**config.mk**
```make
export PLATFORM = sky130hd
export DESIGN_NAME = neuron_seq_ctrl
export DESIGN_NICKNAME = d
export VERILOG_FILES = /design/src/rtl/nn_pkg.sv /design/src/rtl/nn_layer_cnt.sv /design/src/rtl/neuron_seq_ctrl.sv
export SDC_FILE = /design/constraint.sdc
export NUM_CORES = 1
export LEC_CHECK = 0
export BUFFER_PORTS_ARGS = -buffer_cell sky130_fd_sc_hd__buf_2
export CAP_MARGIN = 5
export CELL_PAD_IN_SITES_DETAIL_PLACEMENT = 1
export CELL_PAD_IN_SITES_GLOBAL_PLACEMENT = 1
export CORE_AREA = 2 2 231 233
export DETAILED_ROUTE_END_ITERATION = 6
export DIE_AREA = 0 0 233 235
export GPL_TIMING_DRIVEN = 0
export PLACE_DENSITY_LB_ADDON = 0.12
export SLEW_MARGIN = 20
export SYNTH_ARGS = -nofsm -noshare
export SYNTH_HDL_FRONTEND = slang
export SYNTH_SLANG_ARGS = --single-unit
```
**constraint.sdc**
```tcl
create_clock -name clk -period 2.1 [get_ports clk]
set_input_delay 0.21 -clock clk [delete_from_list [all_inputs] [get_ports clk]]
set_output_delay 0.21 -clock clk [all_outputs]
set_load 0.005 [all_outputs]
```
**src/rtl/nn_pkg.sv**
```systemverilog
// Shared definitions for the neuron sequencing controller: default width,
// FSM state encoding and the slot layout of the weight ROM word.
package nn_pkg;

  localparam int unsigned NN_DW = 32;

  typedef enum logic [2:0] {
    S_IDLE,
    S_LOAD,
    S_RUN,
    S_CAPTURE,
    S_OUT
  } state_t;

  // ROM word = {x4,x3,x2,w4,w3,w2,w1}; offsets below are for the default width
  localparam int unsigned W1_LSB = 0 * NN_DW;
  localparam int unsigned W2_LSB = 1 * NN_DW;
  localparam int unsigned W3_LSB = 2 * NN_DW;
  localparam int unsigned W4_LSB = 3 * NN_DW;
  localparam int unsigned X2_LSB = 4 * NN_DW;
  localparam int unsigned X3_LSB = 5 * NN_DW;
  localparam int unsigned X4_LSB = 6 * NN_DW;

  // Rescale a default-width slot offset to an instance with a different width
  function automatic int unsigned slot_lsb(input int unsigned def_lsb, input int unsigned dw);
    return (def_lsb / NN_DW) * dw;
  endfunction

endpackage

```
**src/rtl/nn_layer_cnt.sv**
```systemverilog
// Layer counter: loads the layer count (0 treated as 1), steps k, and flags
// the last layer and the one before it.
module nn_layer_cnt #(
  parameter int unsigned LW = 4
) (
  input  logic          clk,
  input  logic          rst,
  input  logic          load,
  input  logic [LW-1:0] layers,
  input  logic          inc,
  output logic [LW-1:0] k,
  output logic          last,
  output logic          penult
);

  // Holds L-1 so that a zero layer count collapses onto a single layer
  logic [LW-1:0] lmax;

  always_ff @(posedge clk or negedge rst) begin
    if (!rst) begin
      k    <= '0;
      lmax <= '0;
    end else if (load) begin
      k    <= '0;
      lmax <= (layers == '0) ? '0 : layers - LW'(1);
    end else if (inc) begin
      k <= k + LW'(1);
    end
  end

  always_comb begin
    last   = (k == lmax);
    penult = ((k + LW'(1)) == lmax);
  end

endmodule

```
**src/rtl/neuron_seq_ctrl.sv**
```systemverilog
// Initiator side of the neuron block: takes one sample, steps the neuron through
// its layers with ROM-fetched weights, and returns the final layer result.
module neuron_seq_ctrl
  import nn_pkg::*;
#(
  parameter int unsigned DW = NN_DW,
  parameter int unsigned LW = 4,
  parameter int unsigned AW = 4
) (
  input  logic            clk,
  input  logic            rst,
  input  logic            flush,
  input  logic            in_valid,
  output logic            in_ready,
  input  logic [DW-1:0]   in_x,
  input  logic [LW-1:0]   in_layers,
  output logic            wt_en,
  output logic [AW-1:0]   wt_addr,
  input  logic [7*DW-1:0] wt_rdata,
  output logic [DW-1:0]   n_x,
  output logic [DW-1:0]   n_x2,
  output logic [DW-1:0]   n_x3,
  output logic [DW-1:0]   n_x4,
  output logic [DW-1:0]   n_w1,
  output logic [DW-1:0]   n_w2,
  output logic [DW-1:0]   n_w3,
  output logic [DW-1:0]   n_w4,
  output logic            n_mux,
  input  logic [DW-1:0]   n_xo,
  input  logic            n_o,
  output logic            out_valid,
  input  logic            out_ready,
  output logic [DW-1:0]   out_data,
  output logic            out_nz
);

  localparam int unsigned W1_OFS = slot_lsb(W1_LSB, DW);
  localparam int unsigned W2_OFS = slot_lsb(W2_LSB, DW);
  localparam int unsigned W3_OFS = slot_lsb(W3_LSB, DW);
  localparam int unsigned W4_OFS = slot_lsb(W4_LSB, DW);
  localparam int unsigned X2_OFS = slot_lsb(X2_LSB, DW);
  localparam int unsigned X3_OFS = slot_lsb(X3_LSB, DW);
  localparam int unsigned X4_OFS = slot_lsb(X4_LSB, DW);

  state_t          state, state_d;
  logic            wt_en_d, n_mux_d, out_valid_d, out_nz_d;
  logic [AW-1:0]   wt_addr_d;
  logic [DW-1:0]   n_x_d, out_data_d;
  logic            cnt_load, cnt_inc;
  logic [LW-1:0]   k;
  logic            last, penult;

  nn_layer_cnt #(.LW(LW)) u_cnt (
    .clk    (clk),
    .rst    (rst),
    .load   (cnt_load),
    .layers (in_layers),
    .inc    (cnt_inc),
    .k      (k),
    .last   (last),
    .penult (penult)
  );

  assign n_w1 = wt_rdata[W1_OFS +: DW];
  assign n_w2 = wt_rdata[W2_OFS +: DW];
  assign n_w3 = wt_rdata[W3_OFS +: DW];
  assign n_w4 = wt_rdata[W4_OFS +: DW];
  assign n_x2 = wt_rdata[X2_OFS +: DW];
  assign n_x3 = wt_rdata[X3_OFS +: DW];
  assign n_x4 = wt_rdata[X4_OFS +: DW];

  assign in_ready = (state == S_IDLE);

  // Next values of all registered outputs are formed here so each output
  // carries the value belonging to the state being entered.
  always_comb begin
    state_d     = state;
    wt_en_d     = wt_en;
    wt_addr_d   = wt_addr;
    n_x_d       = n_x;
    n_mux_d     = n_mux;
    out_valid_d = out_valid;
    out_data_d  = out_data;
    out_nz_d    = out_nz;
    cnt_load    = 1'b0;
    cnt_inc     = 1'b0;

    unique case (state)
      S_IDLE: begin
        if (in_valid) begin
          n_x_d     = in_x;
          cnt_load  = 1'b1;
          wt_en_d   = 1'b1;
          wt_addr_d = '0;
          n_mux_d   = 1'b0;
          state_d   = S_LOAD;
        end
      end
      S_LOAD: begin
        n_mux_d   = 1'b0;
        wt_en_d   = !last;
        wt_addr_d = AW'(k) + AW'(1);
        state_d   = S_RUN;
      end
      S_RUN: begin
        n_mux_d = 1'b1;
        if (last) begin
          wt_en_d = 1'b0;
          state_d = S_CAPTURE;
        end else begin
          cnt_inc   = 1'b1;
          wt_en_d   = !penult;
          wt_addr_d = AW'(k) + AW'(2);
        end
      end
      S_CAPTURE: begin
        out_data_d  = n_xo;
        out_nz_d    = n_o;
        out_valid_d = 1'b1;
        state_d     = S_OUT;
      end
      S_OUT: begin
        if (out_ready) begin
          out_valid_d = 1'b0;
          n_mux_d     = 1'b0;
          state_d     = S_IDLE;
        end
      end
      default: state_d = S_IDLE;
    endcase

    if (flush) begin
      state_d     = S_IDLE;
      wt_en_d     = 1'b0;
      n_mux_d     = 1'b0;
      out_valid_d = 1'b0;
      n_x_d       = n_x;
      cnt_load    = 1'b0;
      cnt_inc     = 1'b0;
    end
  end

  always_ff @(posedge clk or negedge rst) begin
    if (!rst) begin
      state     <= S_IDLE;
      wt_en     <= 1'b0;
      wt_addr   <= '0;
      n_x       <= '0;
      n_mux     <= 1'b0;
      out_valid <= 1'b0;
      out_data  <= '0;
      out_nz    <= 1'b0;
    end else begin
      state     <= state_d;
      wt_en     <= wt_en_d;
      wt_addr   <= wt_addr_d;
      n_x       <= n_x_d;
      n_mux     <= n_mux_d;
      out_valid <= out_valid_d;
      out_data  <= out_data_d;
      out_nz    <= out_nz_d;
    end
  end

endmodule
```
# Word-level counts from Yosys, hierarchy flattened
# Index checks and enable logic that the tools add are counted.
# Widths: inputs -> output; s select.
dict set report op_classes {
  addsub 3
  eq_ne 11
  bitwise 1
  muxes 27
  reduce_logical 15
}
# op n
set op_table {}
lappend op_table {{$mux 4} 5}
lappend op_table {{$pmux 3 s5} 1}
lappend op_table {{$mux 1} 13}
lappend op_table {{$mux 3} 4}
lappend op_table {{$pmux 4 s3} 1}
lappend op_table {{$reduce_and 3->1} 4}
lappend op_table {{$ne 3x3->1 const B} 3}
lappend op_table {{$eq 4x4->1} 2}
lappend op_table {{$eq 3x2->1 const B} 2}
lappend op_table {{$reduce_bool 3->1} 2}
lappend op_table {{$reduce_bool 5->1} 1}
lappend op_table {{$add 4x1->4 const B} 1}
lappend op_table {{$add 4x2->4 const B} 1}
lappend op_table {{$logic_not 4->1} 1}
lappend op_table {{$ne 2x2->1 const B} 2}
lappend op_table {{$pmux 1 s4} 1}
lappend op_table {{$reduce_and 2->1} 2}
lappend op_table {{$reduce_bool 4->1} 1}
lappend op_table {{$sub 4x1->4 const B} 1}
lappend op_table {{$eq 3x1->1 const B} 1}
lappend op_table {{$eq 3x3->1 const B} 1}
lappend op_table {{$logic_not 3->1} 1}
lappend op_table {{$pmux 1 s3} 1}
lappend op_table {{$logic_not 1->1} 2}
lappend op_table {{other kinds (3)} 3}
dict set report totals {
  register_bits 83
  in_bits 298
}

# Longest topological paths before layout
# Gate-level depths: netlist of the first run.
dict set report logic_depth {
  depth_word 6
  mapped_depth 6
  mapped_depth_nobuf 5
}

# Modules after synthesis
# From an unflattened synthesis of the first run, not the netlist that was laid out.
dict set report hier_totals {
  cells_unflattened 478
  area_unflattened_um2 5325.1
}
# mod area_per_inst_um2 instances cells_each
set by_module_without_submodules {}
lappend by_module_without_submodules {neuron_seq_ctrl 4879.7 1 431}
lappend by_module_without_submodules {nn_layer_cnt 445.4 1 47}

# Worst setup path after synthesis of the first run
# Ideal clock, no wire load.
dict set report synth_timing {
  kind {register to register}
  from {reg u_cnt.k[0]}
  to {reg wt_addr[0]}
  path_buffers 1
  period_less_slack_ns 1.644
  setup_ns 0.125
  arrival_time_ns 1.520
  setup_slack_ns 0.456
  stages_incl_launch_ff 6
  path_cell_list {dfrtp_1 -> buf_6 -> xor2_1 -> nor4_4 -> o32ai_2 -> mux2_2}
}
dict set report synth_between {
  elab_chain_len 3
  word_cells_on_any_way 7
  classes_between {add/sub (2); eq/ne (2); mux (2); reduce/logical (1)}
}
# element line_no
set synth_rtl {}
lappend synth_rtl {{start: declaration} nn_layer_cnt.sv:11} ;# output logic [LW-1:0] k,
lappend synth_rtl {{start signal: assignment} nn_layer_cnt.sv:27} ;# k <= k + LW'(1);
lappend synth_rtl {{$add 4x2->4 or $eq 4x4->1 (tied branches)} {neuron_seq_ctrl.sv:113, nn_layer_cnt.sv:32}}
lappend synth_rtl {{$mux 4 or $ne 2x2->1 (tied branches)} n/a}
lappend synth_rtl {{$pmux 4 s3 or $reduce_and 3->1 (tied branches)} n/a}
lappend synth_rtl {{end signal: assignment} neuron_seq_ctrl.sv:156} ;# wt_addr <= wt_addr_d;
lappend synth_rtl {{end: declaration} neuron_seq_ctrl.sv:18} ;# output logic [AW-1:0] wt_addr,
# Several ways; a longest one is shown, not always the timed one. The select of a mux whose other input is x is not followed.
# A chain may end at the register's enable or synchronous reset.

# Final worst setup path of the first run
dict set report layout_timing {
  from {reg u_cnt.k[2]}
  to {reg wt_addr[2]}
}
# The elaborated chain is that of the path after synthesis.

==> results.ini, run 1 <==
[outcome]
status=completed

[global_route]
met2_usage_pct=15.35
gr-usage-met3_pct=3.422
use_met1_pct=8.087
antenna_found_initial=3
grt_max_degree=57
grtUsageTotal_pct=8.144
grt_pass1_wl_microns=32450
grt-ovfl-total=0
busiest_layer=met2
grt_pass1_vias=4812

[finish]
syn2layout_area_growth_pct=59.98
design_area_sq_mm=0.008317
final_net_count=1165
fin_util_pct=15.92
num-fill-cells=6234
layout-drive-gt1-share_pct=80.57
stdcell_count=1559

[placed_design]
place.gp.congestion=0.8026
dpl_cell_area_sq_mm=0.007945
port_buffers=370
dp_hpwl_microns=19950
post-place-cells=1536

[cts]
cts_tree=yes
path_clk_slew_ns=0.07
clock_sinks=83
clock_path_buffers=2
htree_num_levels=3
ctsRootBufferMaster=clkbuf_16
clock_latency_ns=0.36
cts-buffers-inserted=9

[sta]
slew_headroom_pct=61.75
period_minus_slack_ns=1.927
finalClockSkew_ns=0.007756
maxSlewViolCount=0
hold_viol_final=0
setup_violations=0
grt_setup_unrepaired=no
worst_pin_slew_ns=0.5694
fmax_mhz=519.1
hold_slack_ns=0.07438
tns_ns=0
final.period_utilization_pct=91.74

[min_path]
holdCritPathClass=in -> reg
hold_depth=2

[worst_setup_path]
timing.rr.start=u_cnt.k[2]
r2r_cells=4
crit_start=u_cnt.k[2]
r2r_end=wt_addr[2]
critPathKind=reg -> reg
crit_fanout=7
crit_end=wt_addr[2]
critPathLaunchType=flop
crit_arrival_ns=2.18
critPathRequiredTime_ns=2.35
endpoint_kind=flop
regToRegSetupSlack_ns=0.17

[synth]
synthArstFlopShare_pct=100.0
synth_largest_area_cell=dfrtp_1
synth_edf_count=0
synthCells=477
syn_area_sq_mm=0.005199
synth_ff_type=dfrtp_1
syn_avg_cell_area_sq_um=10.90
synth.area.top_cells=dfrtp_1, buf_4, mux2_2
synth_top_area_share_pct=39.95
ys_ff_latch=83
synth_cell_types=43
ys.warnings.count=0
yosysSeqAreaShare_pct=39.95
syn_nets=777

[route]
ant_nets=0
dr_total_vias=4567
wl_per_cell_microns=15.08
wl_microns=23510
via_per_inst=2.929
drtPass1Iterations=4
drt-initial-drc-count=85
drc_errors=0

[pwr]
switching_share_pct=30.79
clockPowerShare_pct=27.1
p_seq_share_pct=36.8
p_leak_nw=4.306
switchingPower_w=0.002075
vdd_drop_max_mv=0.3276
combPwrFrac_pct=36.1
powerDensity_mw_per_mm2=810.6
p_int_w=0.004666

[run]
cap_violations=0

[floorplanning]
dieWidth_microns=233
start_util_pct=9.953
core-area_sq_mm=0.05224
dieArea_sq_mm=0.05476
rows=84
ios=595
fp.dieH_microns=235

layer usage:
metal | wire (microns) | vias up
li1 | - | 2128
met1 | 7990 | 2139
met2 | 12600 | 281
met3 | 2651 | 17
met4 | 259 | 2
met5 | 7 | -
registers in the layout, indices dropped and copies added (netlist names):
| signal | cells |
|---|---|
| n_mux | 1 |
| n_x | 32 |
| out_data | 32 |
| out_nz | 1 |
| out_valid | 1 |
| state | 3 |
| u_cnt.k | 4 |
| u_cnt.lmax | 4 |
| wt_addr | 4 |
| wt_en | 1 |
power by group through the flow:
| stage | Clock, W | Combinational [W] | Sequential (W) |
|---|---|---|---|
| after global routing | 0.00200 | 0.00271 | 0.00257 |
| after global placement | 0 | 0.00254 | 0.00250 |
| after floorplan | 0 | 0.00119 | 0.00255 |
| final | 0.00183 | 0.00243 | 0.00248 |
| after CTS | 0.00195 | 0.00254 | 0.00249 |
| after detailed placement | 0 | 0.00253 | 0.00251 |
worst max-delay path, cell delays in order, from the launching register on:
cell and delay, ns:
dfrtp_1 0.46, xor2_1 0.22, nor4_4 0.56, o32ai_2 0.25
mux2_2 0.32
cell usage after synthesis (2+ instances only):
library cell,n
a211oi_1,4
a21oi_1,7
a31o_2,2
buf_2,8
buf_4,224
clkbuf_1,3
dfrtp_1,83
ha_1,2
inv_1,3
mux2_2,68
nand2_1,8
nand2b_1,5
nand3b_1,4
nor2_1,7
nor2b_1,2
nor3_1,5
o211ai_1,2
o21ai_0,8
o31ai_1,2
xnor2_1,2
xor2_1,6
cell type report:
cell class / instances / area, sq um / share of cell area, %
Multi-Input combinational cell: 154 / 1361 / 16.37
Tap cell: 688 / 860.8 / 10.35
Inverter: 3 / 11.26 / 0.1354
Timing Repair Buffer: 377 / 1933 / 23.24
Buffer: 237 / 1750 / 21.05
Clock buffer: 12 / 246.5 / 2.964
Clock inverter: 4 / 73.82 / 0.8876
Sequential cell: 83 / 2077 / 24.97
Antenna cell: 1 / 2.502 / 0.03009
worst min-delay path by stage:
| stage | slack (ns) | endpoint | startpoint |
|---|---|---|---|
| floorplan | -0.09 | n_mux | rst |
| global placement | 0.44 | n_x[19] | in_x[19] |
| detailed placement | 0.13 | n_x[29] | rst |
| CTS | 0.04 | out_data[25] | n_xo[25] |
| global route | 0.06 | n_x[29] | in_x[29] |
| finish | 0.07 | out_data[24] | n_xo[24] |
stage by stage:
step / power (W) / setup WS, ns
detailed placement: 0.005036 / -0.07832
floorplan: 0.003733 / 0.4558
CTS: 0.006991 / 0.06775
finish: 0.006741 / 0.1734
global placement: 0.005035 / -0.4763
global route: 0.007282 / 0.03805
cells in the final DEF (no fill, tap or decap), types with 2 or more instances in the layout:
cell type	synthesis	layout
buf_2	8	377
buf_4	224	229
dfrtp_1	83	83
mux2_2	68	68
clkbuf_16	0	9
nand2_1	8	8
o21ai_0	8	8
nor2_1	7	7
a21oi_1	7	7
xor2_1	6	6
nor3_1	5	5
nand2b_1	5	5
clkbuf_1	3	4
nand3b_1	4	4
a211oi_1	4	4
inv_1	3	3
clkbuf_2	1	2
buf_6	1	2
a31o_2	2	2
o211ai_1	2	2
o31ai_1	2	2
nor2b_1	2	2
xnor2_1	2	2
ha_1	2	2
bufinv_16	0	2
repair_timing:
item / 4_1_cts / 5_1_grt
endpoints found under the hold margin: 27 / 0
hold buffers: 1 / 0
buffers inserted: 5 / 0
gates resized for setup: 1 / 0
setup endpoints to repair: 44 / 4
pin swaps: 1 / 1
kinds of logic after synthesis:
| kind of cell | Yosys count | synth area share (%) |
|---|---|---|
| xor gates and xnor gates | 8 | 1.348 |
| adders and majority gates | 2 | 0.4813 |
| DFF | 83 | 39.95 |
| buffers and inverters | 240 | 33.86 |
| and+or+nand+nor | 40 | 4.597 |
| AOI/OAI and AO/OA | 34 | 4.621 |
| muxes | 70 | 15.14 |
Note: power is estimated with default switching activity, not from simulation.
==> run 2, diff against run 1 <==
--- a/config.mk
+++ b/config.mk
@@ -6,7 +6,6 @@
 export NUM_CORES = 1
 export LEC_CHECK = 0
 export BUFFER_PORTS_ARGS = -buffer_cell sky130_fd_sc_hd__buf_2
-export CAP_MARGIN = 5
 export CELL_PAD_IN_SITES_DETAIL_PLACEMENT = 1
 export CELL_PAD_IN_SITES_GLOBAL_PLACEMENT = 1
 export CORE_AREA = 2 2 231 233
@@ -14,6 +13,7 @@
 export DIE_AREA = 0 0 233 235
 export GPL_TIMING_DRIVEN = 0
 export PLACE_DENSITY_LB_ADDON = 0.12
+export SETUP_SLACK_MARGIN = 0.5
 export SLEW_MARGIN = 20
 export SYNTH_ARGS = -nofsm -noshare
 export SYNTH_HDL_FRONTEND = slang
==> run 2 against run 1 <==
- utilization rose by 1.3 points
- highest routed layer unchanged
- sequential share of layout area is 1.8 points lower
- clock skew rose by 0.0016 ns
- via count is 3.4% higher
==> results.ini, run 2 (synthesis gave the netlist of run 1 again) <==
[outcome]
status=completed

[worst_setup_path]
crit_arrival_ns=1.86
endpoint_kind=flop
critPathLaunchType=flop
crit_start=u_cnt.k[1]
critPathRequiredTime_ns=2.35
cp_top_family=flip-flops
timing.rr.start=u_cnt.k[1]
crit_chain=xor2_2 > nor4_4 > buf_6 > o32ai_4 > mux2_2
critPathSlowestCell=dfrtp_2
crit_buf_inv=1
crit_fanout=5
cp_slowest_stage_delay_ns=0.47
critPathKind=reg -> reg

[sta]
grt_setup_unrepaired=yes
final.period_utilization_pct=76.82
tns_ns=0
setup_violations=0
worst_pin_slew_ns=0.3475
fmax_mhz=619.9
period_minus_slack_ns=1.613
hold_slack_ns=0.06932
maxSlewViolCount=0
finalClockSkew_ns=0.009367
hold_viol_final=0
slew_headroom_pct=76.83

[pwr]
p_leak_nw=4.645
power.total_w=0.007336
powerDensity_mw_per_mm2=815.5
vdd_drop_max_mv=0.3745

[cts]
clock_sinks=83
cts-buffers-inserted=9
htree_num_levels=3
clock_latency_ns=0.37
clock_path_buffers=2
path_clk_slew_ns=0.07
cts_tree=yes
ctsRootBufferMaster=clkbuf_16

[min_path]
holdCritPathClass=in -> reg
hold_start=n_xo[27]

[route]
via_per_inst=2.984
wl_per_cell_microns=15.04
drc_errors=0
drt-initial-drc-count=71
ant_nets=0
dr_total_vias=4723
wl_microns=23810
drtPass1Iterations=4

[floorplanning]
fp.dieH_microns=235
ios=595
core-area_sq_mm=0.05224
rows=84
dieWidth_microns=233
dieArea_sq_mm=0.05476
start_util_pct=9.953

[placed_design]
dpl_cell_area_sq_mm=0.007951
place.gp.congestion=0.7886
port_buffers=370
dp_hpwl_microns=19470

[global_route]
grt_pass1_vias=5007
grt_pass1_wl_microns=32710
grt_max_degree=54
grtUsageTotal_pct=8.099
grt-ovfl-total=0
antenna_found_initial=5

[run]
cap_violations=0

[finish]
design_area_sq_mm=0.008996
syn2layout_area_growth_pct=73.04
num-fill-cells=6144
final_cell_mix=buf_2, buf_4, dfrtp_1
final_common_cell=buf_2
top_regs=n_x: 32 flops, out_data: 32 flops
fin_util_pct=17.22
final_net_count=1189
layout-drive-gt1-share_pct=83.89

-- run 2: what timing repair did --
| item | 4_1_cts | 5_1_grt |
|---|---|---|
| hold endpoints to repair | 30 | 0 |
| cloned | 0 | 6 |
| hold buffers | 1 | 0 |
| buffers inserted | 14 | 9 |
| setup endpoints to repair | 82 | 70 |
| pin swaps | 9 | 5 |
| gates resized for setup | 45 | 53 |
-- run 2: area by class of cell --
| type | instances | area (sq um) | area share [%] |
|---|---|---|---|
| timing repair buffer | 401 | 2228 | 24.77 |
| multi-input combinational | 154 | 1578 | 17.54 |
| clock buffer | 12 | 246.5 | 2.740 |
| sequential | 83 | 2085 | 23.17 |
| tap | 688 | 860.8 | 9.569 |
| buffer | 237 | 1887 | 20.97 |
| clock inverter | 4 | 97.59 | 1.085 |
| antenna | 1 | 2.502 | 0.02782 |
| inverter | 3 | 11.26 | 0.1252 |
-- run 2: path summary, 6_finish.rpt --
check,slack (ns),endpoint,cells past startpoint
min in group asynchronous,0.31,n_x[29],2
hold reg to reg,0.50,wt_addr[0],1
hold / removal,0.07,out_data[27],2
setup reg to reg,0.49,wt_addr[1],5
max in group asynchronous,1.16,u_cnt.lmax[1],3
setup / recovery,0.49,wt_addr[1],5
-- run 2: routing by layer --
layer / vias to the layer above / track usage (%) / wire (microns)
met5: - / 0 / 64
met3: 24 / 3.107 / 2431
met4: 8 / 2.914 / 401
met1: 2241 / 7.940 / 8185
met2: 276 / 15.24 / 12730
li1: 2174 / - / -
-- run 2: power by group --
group / switching, W / leakage (nW) / total [W] / internal (W)
logic: 0.00114 / 3.49 / 0.00288 / 0.00174
registers: 0.000330 / 0.991 / 0.00252 / 0.00219
clock network: 0.000739 / 0.163 / 0.00194 / 0.00120
-- run 2: through the flow --
| stage | instances | setup WS, ns |
|---|---|---|
| floorplan | 477 | 0.5195 |
| global placement | 1535 | -0.4454 |
| detailed placement | 1536 | -0.1338 |
| CTS | 1567 | 0.3880 |
| global route | 1583 | 0.4186 |
| finish | 1583 | 0.4869 |
-- run 2: worst reg2reg max path: cells and delay by family, from the launching register on --
family	cells	cell delay, ns
AO/OA/AOI/OAI	1	0.11
XOR/XNOR	1	0.18
buffers and inverters	1	0.16
flip-flops	1	0.47
multiplexers	1	0.28
AND/OR/NAND/NOR	1	0.29
==> run 3, diff against run 2 <==
--- a/config.mk
+++ b/config.mk
@@ -5,12 +5,13 @@
 export SDC_FILE = /design/constraint.sdc
 export NUM_CORES = 1
 export LEC_CHECK = 0
+export ABC_AREA = 1
 export BUFFER_PORTS_ARGS = -buffer_cell sky130_fd_sc_hd__buf_2
 export CELL_PAD_IN_SITES_DETAIL_PLACEMENT = 1
 export CELL_PAD_IN_SITES_GLOBAL_PLACEMENT = 1
-export CORE_AREA = 2 2 231 233
+export CORE_AREA = 2 2 229 231
 export DETAILED_ROUTE_END_ITERATION = 6
-export DIE_AREA = 0 0 233 235
+export DIE_AREA = 0 0 231 233
 export GPL_TIMING_DRIVEN = 0
 export PLACE_DENSITY_LB_ADDON = 0.12
 export SETUP_SLACK_MARGIN = 0.5
==> constraint.sdc (replaced) <==
create_clock -name clk -period 1.4 [get_ports clk]
set_input_delay 0.14 -clock clk [delete_from_list [all_inputs] [get_ports clk]]
set_output_delay 0.14 -clock clk [all_outputs]
set_load 0.005 [all_outputs]
==> run 3 against run 2 <==
- the run now ends with hold timing, setup timing left
- setup slack got worse by 0.59 ns
- synthesized cell count rose by 20%
- critical path depth rose by 1
- utilization rose by 3.0 points
- cell area rose by 15%
- first-iteration DRC count rose by 59%
- non-clock buffer count rose by 116
- worst hold slack got worse by 0.36 ns
- clock-buffer cell count fell by 2
- clock skew barely moved
- via count rose by 15%
- largest power group unchanged
==> results.ini, run 3 <==
[synth]
synth-compound-area-share_pct=2.607
syn_nets=872
synthMuxAreaShare_pct=8.948
synth_ff_type=dfrtp_1
synth_top_family_by_area=buffers and inverters
synth_largest_area_cell=dfrtp_1
synth_edf_count=0
synth.area.top_cells=dfrtp_1, buf_4, nand2_1
syn_area_sq_mm=0.005328
synthCells=572
ys_top_cells_by_count=buf_4, nand2_1, dfrtp_1
synth_cell_types=31
synthArstFlopShare_pct=100.0
synthAdderAreaFrac_pct=0.4697
synth_top_area_share_pct=38.99
ys_ff_latch=83
ys.warnings.count=0
syn_avg_cell_area_sq_um=9.314
yosys.area_share.xor_xnor_pct=0.6576
yosysSeqAreaShare_pct=38.99
synth_most_common_cell=buf_4
synthSimpleGateAreaFrac_pct=13.53

[outcome]
status=finished with violations
violations=hold timing, setup timing

[sta]
worst_pin_slew_ns=0.6140
fmax_mhz=665.0
maxSlewViolCount=0
period_minus_slack_ns=1.504
worst_slack_ns=-0.1037
slew_headroom_pct=59.07
finalClockSkew_ns=0.009120
hold_viol_final=42
final.period_utilization_pct=107.4
grt_setup_unrepaired=yes
hold_slack_ns=-0.2893
setup_violations=58

[global_route]
grt_max_degree=44
grt-ovfl-total=0
grtUsageTotal_pct=8.264
grt_pass1_vias=5637
grt_pass1_wl_microns=33250
antenna_found_initial=3

[finish]
final_cell_mix=buf_2, buf_4, nand2_1
seq_area_sq_mm=0.002085
layout-drive-gt1-share_pct=73.78
syn2layout_area_growth_pct=94.27
stdcell_count=1788
final_net_count=1401
num-fill-cells=6052
fin_util_pct=20.26
multi_input_area_sq_mm=0.001712
top_regs=n_x: 32 flops, out_data: 32 flops
final_common_cell=buf_2

[worst_setup_path]
r2r_cells=6
timing.rr.start=state[0]
crit_start=state[0]
endpoint_kind=flop
regToRegSetupSlack_ns=-0.10
crit_fanout=10
crit_arrival_ns=1.75
crit_end=out_data[24]
critPathLaunchType=flop
r2r_end=out_data[24]
critPathKind=reg -> reg
critPathRequiredTime_ns=1.65

[cts]
ctsHoldBuffers=63
ctsRootBufferMaster=clkbuf_16
path_clk_slew_ns=0.07
clock_latency_ns=0.36
htree_num_levels=3
clock_path_buffers=2
clock_sinks=83
cts-buffers-inserted=9
cts_tree=yes

[pwr]
switching_share_pct=30.28
switchingPower_w=0.003805
power.total_w=0.01257
clockPowerShare_pct=24.7
vdd_drop_max_mv=0.5540
powerDensity_mw_per_mm2=1214
combPwrFrac_pct=45.1
p_seq_share_pct=30.2
p_int_w=0.008763
p_leak_nw=5.603

[route]
ant_nets=0
drt-initial-drc-count=113
met1_length_microns=8826
drc_errors=0
dr_total_vias=5449
via_per_inst=3.048
highest_layer=met5
wl_per_cell_microns=13.36
wl_met2_microns=12490
drtPass1Iterations=4
wl_met3_microns=2277
wl_microns=23880

[floorplanning]
start_util_pct=10.43
rows=83
ios=595
core-area_sq_mm=0.05109
dieWidth_microns=231
fp.dieH_microns=233
dieArea_sq_mm=0.05382

[min_path]
holdCritPathClass=in -> async

[placed_design]
port_buffers=369
dpl_worst_slack_ns=-0.2640
dp_hpwl_microns=18910
place.gp.congestion=0.6725
post-place-cells=1622

[run]
cap_violations=0

==> run 3: final cells by class <==
class / instances / share of cell area, %
clock buffers: 10 / 2.212
well taps: 680 / 8.221
inverters: 19 / 0.7858
repair buffers: 518 / 32.57
diodes: 2 / 0.04836
plain buffers: 236 / 18.16
multi-input cells: 234 / 16.54
flip-flops and latches: 83 / 20.14
clock inverters: 6 / 1.330
==> run 3: worst min-delay path by stage <==
stage,slack [ns],endpoint,startpoint,cells after the start
global placement,0.34,n_x[30],in_x[30],3
finish,-0.29,out_data[26],rst,1
global route,-0.27,out_data[26],rst,1
floorplan,-0.16,n_mux,rst,0
CTS,-0.28,out_data[26],rst,1
detailed placement,0.14,out_data[26],rst,1
==> run 3: timing repair <==
item                                    CTS  global route
resized for setup                        46            85
gates cloned                              2             3
buffers inserted                         45            35
pin swaps                                13            24
hold endpoints to repair                105            42
endpoints found under the setup margin  156           156
==> run 3: logic make-up (layout without fill, tap and decap cells) <==
family,Yosys count,after routing
adders and majority gates,2,2
muxes,33,33
and+or+nand+nor,171,171
buffers and inverters,255,789
AOI/OAI and AO/OA,24,24
DFF,83,83
other,0,2
xor gates and xnor gates,4,4
==> run 3: power by group through the flow <==
stage	registers (W)	logic, W	clock network (W)
global route	0.00394	0.00625	0.00337
detailed placement	0.00388	0.00402	0
global placement	0.00384	0.00404	0
finish	0.00380	0.00567	0.00310
floorplan	0.00390	0.00200	0
CTS	0.00380	0.00510	0.00334
==> run 3: through the flow <==
step | cell area, sq um | TNS (ns) | hold slack, ns
global placement | 8089 | -93.51 | 0.3438
CTS | 9729 | -1.502 | -0.2827
detailed placement | 8123 | -6.326 | 0.1424
finish | 10350 | -3.380 | -0.2893
global route | 10340 | -7.223 | -0.2684
floorplan | 5391 | 0 | -0.1556
==> run 3: worst max-delay path, stage by stage (launching register included) <==
cell     delay [ns]
dfrtp_2        0.42
buf_4          0.16
buf_6          0.12
nand3_4        0.08
buf_12         0.14
buf_12         0.15
mux2_4         0.30
==> run 3: layer usage <==
| metal | track usage [%] | up-vias |
|---|---|---|
| met5 | 0 | - |
| met4 | 2.480 | 2 |
| met3 | 3.395 | 12 |
| met2 | 14.52 | 294 |
| met1 | 9.065 | 2511 |
| li1 | - | 2630 |
